**src/rtl/mt_seed_init.sv**
```systemverilog
// mt_seed_init: fills the MT19937 state SRAM with the standard init recurrence
//   mt[0] = seed
//   mt[i] = MULT * (mt[i-1] ^ (mt[i-1] >> 30)) + i   (mod 2^32)
// One word is written per cycle through the SRAM write port (sram_wr/addr/di).
// Optional build macro: MT_SEED_PIPE_EN adds a CALC state that registers the
// 32x32 product between writes, so words are written on alternate cycles.
// dbg_state exposes the FSM state for observation.
module mt_seed_init #(
  parameter int          N    = 624,
  parameter logic [31:0] MULT = 32'd1812433253
) (
  input  logic                 clk,
  input  logic                 nrst,
  input  logic                 start,
  input  logic [31:0]          seed,
  output logic                 busy,
  output logic                 done,
  output logic                 sram_wr,
  output logic [$clog2(N)-1:0] sram_addr,
  output logic [31:0]          sram_di,
  output logic [1:0]           dbg_state
);

  localparam int            AW   = $clog2(N);
  localparam logic [AW-1:0] LAST = AW'(N - 1);

  // Handshake: start is a request that is accepted only when the FSM is IDLE
  // (busy=0 and done=0); a request seen while busy or during the done pulse is
  // dropped, never queued. busy stays high from the cycle after acceptance
  // until the single-cycle done pulse, and the SRAM write port belongs to this
  // block only while busy is high.
  typedef enum logic [1:0] {
    IDLE  = 2'd0,
    WRITE = 2'd1,
    DONE  = 2'd2
`ifdef MT_SEED_PIPE_EN
    , CALC = 2'd3
`endif
  } state_e;

  state_e        state_q, state_d;
  logic [AW-1:0] idx_q, idx_d;
  logic [31:0]   prev_q, prev_d;
  logic          wr_q, wr_d;
  logic [AW-1:0] addr_q, addr_d;
  logic [31:0]   di_q, di_d;
  logic          busy_q, busy_d;
  logic          done_q, done_d;
`ifdef MT_SEED_PIPE_EN
  logic [31:0]   mult_q, mult_d;
`endif

  logic [AW-1:0] idx_nx;
  logic [31:0]   mix;
  logic [31:0]   word_nx;

  // Next word of the recurrence, derived only from the internal prev register.
  always_comb begin
    idx_nx = idx_q + 1'b1;
    mix    = prev_q ^ (prev_q >> 30);
`ifdef MT_SEED_PIPE_EN
    word_nx = mult_q + {{(32-AW){1'b0}}, idx_nx};
`else
    word_nx = MULT * mix + {{(32-AW){1'b0}}, idx_nx};
`endif
  end

  // Next-state and registered-output logic; outputs are precomputed so the
  // SRAM port is driven straight from flops.
  always_comb begin
    state_d = state_q;
    idx_d   = idx_q;
    prev_d  = prev_q;
    wr_d    = 1'b0;
    addr_d  = addr_q;
    di_d    = di_q;
    busy_d  = busy_q;
    done_d  = 1'b0;
`ifdef MT_SEED_PIPE_EN
    mult_d  = mult_q;
`endif
    case (state_q)
      IDLE: begin
        if (start) begin
          state_d = WRITE;
          idx_d   = '0;
          prev_d  = seed;
          wr_d    = 1'b1;
          addr_d  = '0;
          di_d    = seed;
          busy_d  = 1'b1;
        end
      end
      WRITE: begin
        if (idx_q == LAST) begin
          state_d = DONE;
          busy_d  = 1'b0;
          done_d  = 1'b1;
        end else begin
`ifdef MT_SEED_PIPE_EN
          state_d = CALC;
          mult_d  = MULT * mix;
`else
          idx_d   = idx_nx;
          prev_d  = word_nx;
          wr_d    = 1'b1;
          addr_d  = idx_nx;
          di_d    = word_nx;
`endif
        end
      end
`ifdef MT_SEED_PIPE_EN
      CALC: begin
        state_d = WRITE;
        idx_d   = idx_nx;
        prev_d  = word_nx;
        wr_d    = 1'b1;
        addr_d  = idx_nx;
        di_d    = word_nx;
      end
`endif
      DONE: begin
        state_d = IDLE;
      end
      default: begin
        state_d = IDLE;
      end
    endcase
  end

  // State and output registers; reset aborts any run without a done pulse.
  always_ff @(posedge clk or negedge nrst) begin
    if (!nrst) begin
      state_q <= IDLE;
      idx_q   <= '0;
      prev_q  <= '0;
      wr_q    <= 1'b0;
      addr_q  <= '0;
      di_q    <= '0;
      busy_q  <= 1'b0;
      done_q  <= 1'b0;
`ifdef MT_SEED_PIPE_EN
      mult_q  <= '0;
`endif
    end else begin
      state_q <= state_d;
      idx_q   <= idx_d;
      prev_q  <= prev_d;
      wr_q    <= wr_d;
      addr_q  <= addr_d;
      di_q    <= di_d;
      busy_q  <= busy_d;
      done_q  <= done_d;
`ifdef MT_SEED_PIPE_EN
      mult_q  <= mult_d;
`endif
    end
  end

  assign busy      = busy_q;
  assign done      = done_q;
  assign sram_wr   = wr_q;
  assign sram_addr = addr_q;
  assign sram_di   = di_q;
  assign dbg_state = state_q;

endmodule

```
**config.mk**
```make
export PLATFORM = sky130hd
export DESIGN_NAME = mt_seed_init
export DESIGN_NICKNAME = d
export VERILOG_FILES = /design/src/rtl/mt_seed_init.sv
export SDC_FILE = /design/constraint.sdc
export NUM_CORES = 1
export LEC_CHECK = 0
export ABC_AREA = 1
export CAP_MARGIN = 5
export CORE_MARGIN = 2
export CORE_UTILIZATION = 55
export DETAILED_ROUTE_END_ITERATION = 10
export GPL_ROUTABILITY_DRIVEN = 0
export PLACE_DENSITY = 0.75
export SYNTH_ARGS = -nofsm -noshare
export SYNTH_HDL_FRONTEND = slang
export SYNTH_SLANG_ARGS = --single-unit
```
**constraint.sdc**
```tcl
create_clock -name clk -period 7.25 [get_ports clk]
set_input_delay 1.8125 -clock clk [delete_from_list [all_inputs] [get_ports clk]]
set_output_delay 1.8125 -clock clk [all_outputs]
set_load 0.01 [all_outputs]
```
==> impl_results.md <==
- CP startpoint kind: flip-flop
- Hold_sp: busy$_DFFE_PN0P_
- Largest net degree at the start of global routing: 60
- Nets: 1805
- Post-DR wirelength/cell: 18.40 um
- CP Launch Point: sram_di[31]$_DFFE_PN0P_
- GR Overflow Total: 0
- Num CTS Buffers: 5
- Max-Cap Viols: 0
- Drt drc: 0
- Setup Viol. Count Final: 0
- Min Tclk post-route: 6.446 ns
- Die Span X: 145.6 um
- Synthesized area: 11030 um2
- Area contributors post-synth: fa_1 (28%), ha_1 (27%), dfrtp_1 (11%)
- Worst EP arrival: 6.67 ns
- Maximum root-to-sink buffer count: 2
- Slew at the pin closest to its max-slew limit: 0.7984 ns
- Global-route wire length before repair: 49850 um
- Final antenna-violating net count: 0
- Most frequent cell after synthesis: inv_1
- Share of the synthesized area in the top cell type: 0.2777
- Initial Util: 0.5629
- Fin Setup TNS: 0 ns
- Total core area: 19590 um2
- Vias in the first global route: 9497
- Post-DR vias/cell: 5.385
- Clock Skew: 0.01338 ns
- Num rows: 51
- Chip height: 145.6 um
- Final hold viol count: 0
- Diodes inserted: 0
- Outcome: finished, final reports clean
- RSZ-0062 raised after global routing: false
- Layout cells sized above 1: 0.03551
- Post-Syn Nets: 1717
- Synthesized area per cell: 8.542 um2
- Post-synth ARST share: 1.000
- Initial drt markers: 471
- Die Area: 21200 um2
- Clk root buf: clkbuf_16
- Routed WL: 30270 um
- Clock Latency Late Sink: 0.30 ns
- Vias: 8859
- R2R depth: 26
- Worst r2r src: sram_di[31]$_DFFE_PN0P_
- Leading area contributor after synthesis: fa_1
- Initial antenna violation count: 1
- Number of port buffers: 81
- Cells after synthesis: 1291
- #FFs+latches synth: 47
- TritonCTS clock tree: built
- Tot GR Track Use: 0.3000
- Slew Limit Headroom: 0.4659
- Post-synth top flop: dfrtp_1
- Hold_buf cts: 0
- Fin crit share: 0.8891
- Detailed Routing Iterations Pass 1: 5
- EDFF count, synth: 0
- H-tree depth: 2
- Worst hold path type: reg2reg
- Yosys warns: 0
- WS Path Type: reg2reg
- Sequential fraction of the synthesis area: 0.1066
- Clock sink count: 47
- # IOs: 82
- Cts repair resizes: 0
- Crit. End Element: flip-flop
- Synth cell count leaders: inv_1 (312), ha_1 (238), nand2_1 (207)
- Post-DP HPWL: 25300 um
- Hold path cells: 2
- Clock transition at path regs: 0.08 ns
- Area Growth Syn to Fin: 11.90%
- Post-CTS Setup Bufs: 0
- Crit-path max FO: 5
- Max frequency: 0.1551 GHz
- Final Max Tran Viols: 0
- Synth cell types: 43
- Required time worst endpoint: 7.48 ns
[cell usage in the layout, fill, tap and decap left out, drive strengths merged, types with 5 or more instances in the layout]
cell,instances
o22ai,6
nor3,14
xor2,14
a31oi,5
ha,238
inv,315
clkbuf,6
fa,153
nand3,38
xnor2,16
clkdlybuf4s50,80
buf,15
o211ai,6
nand4,10
dfrtp,47
o21ai,62
a21oi,48
nand2,212
nor2,72
[area by class of cell]
| class | count | area, um2 |
|---|---|---|
| Inverter | 317 | 1191 |
| Timing Repair Buffer | 95 | 910.9 |
| Sequential cell | 47 | 1176 |
| Multi-Input combinational cell | 913 | 8589 |
| Clock inverter | 2 | 12.51 |
| Fill cell | 1708 | 7249 |
| Tap cell | 265 | 331.6 |
| Clock buffer | 6 | 128.9 |
[metal layers]
| metal | part of all wire | vias to the layer above | GRT usage |
|---|---|---|---|
| met5 | 0.00043 | - | 0 |
| met4 | 0.058 | 2 | 0.1431 |
| met3 | 0.064 | 92 | 0.03856 |
| met2 | 0.46 | 319 | 0.4964 |
| met1 | 0.42 | 4227 | 0.3929 |
| li1 | - | 4219 | - |
[worst max-delay path, cell delays in order, from the launching register on]
cell and delay (ns):
dfrtp_1 0.44, xnor2_1 0.37, xnor2_1 0.17, inv_1 0.23, ha_1 0.25, or2_2 0.29
ha_1 0.28, inv_1 0.05, fa_1 0.47, inv_1 0.04, ha_1 0.18, fa_1 0.48
fa_1 0.52, fa_1 0.50, inv_1 0.05, fa_1 0.47, inv_1 0.05, ha_1 0.34
nand2_1 0.11, nor2_1 0.11, inv_1 0.08, nor2_1 0.19, nand4_1 0.21, a31o_1 0.22
nand3_1 0.06, o21ai_1 0.08, o21ai_1 0.13
[path summary, 6_finish.rpt]
path,endpoint,slack (ns)
setup / recovery,sram_di[21]$_DFFE_PN0P_,0.80
hold / removal,busy$_DFFE_PN0P_,0.50
setup reg to reg,sram_di[21]$_DFFE_PN0P_,0.80
hold reg to reg,busy$_DFFE_PN0P_,0.50
max in group asynchronous,sram_di[22]$_DFFE_PN0P_,5.19
min in group asynchronous,sram_di[28]$_DFFE_PN0P_,1.63
[cells by family (layout without fill, tap and decap cells)]
group | count (synthesis) | in the layout | share of synthesized area
AO/OA/AOI/OAI | 139 | 139 | 0.07114
XOR/XNOR | 30 | 30 | 0.02383
adder cells (fa/ha/maj) | 391 | 391 | 0.5478
buffers and inverters | 331 | 420 | 0.1152
flip-flops | 47 | 47 | 0.1066
AND/OR/NAND/NOR | 353 | 353 | 0.1355
[registers in the layout (all words and copies together), names as in the netlist]
name,cells
busy,1
dbg_state,2
done,1
sram_addr,10
sram_di,32
sram_wr,1
[metrics by stage]
stage	cells	instance area [um2]	setup WS, ns	hold slack [ns]	util
final	1645	12340	0.8040	0.5049	0.6299
after global routing	1645	12340	0.4406	0.5487	0.6299
after CTS	1645	12340	0.8473	0.5062	0.6299
after detailed placement	1637	12200	0.8640	0.4910	0.6227
after global placement	1637	12200	0.8959	0.4906	0.6227
after floorplan	1291	11030	1.486	0.5355	-
Power is not shown: default switching activity piles up to over one toggle a cycle in this logic, so the estimate is an artifact.
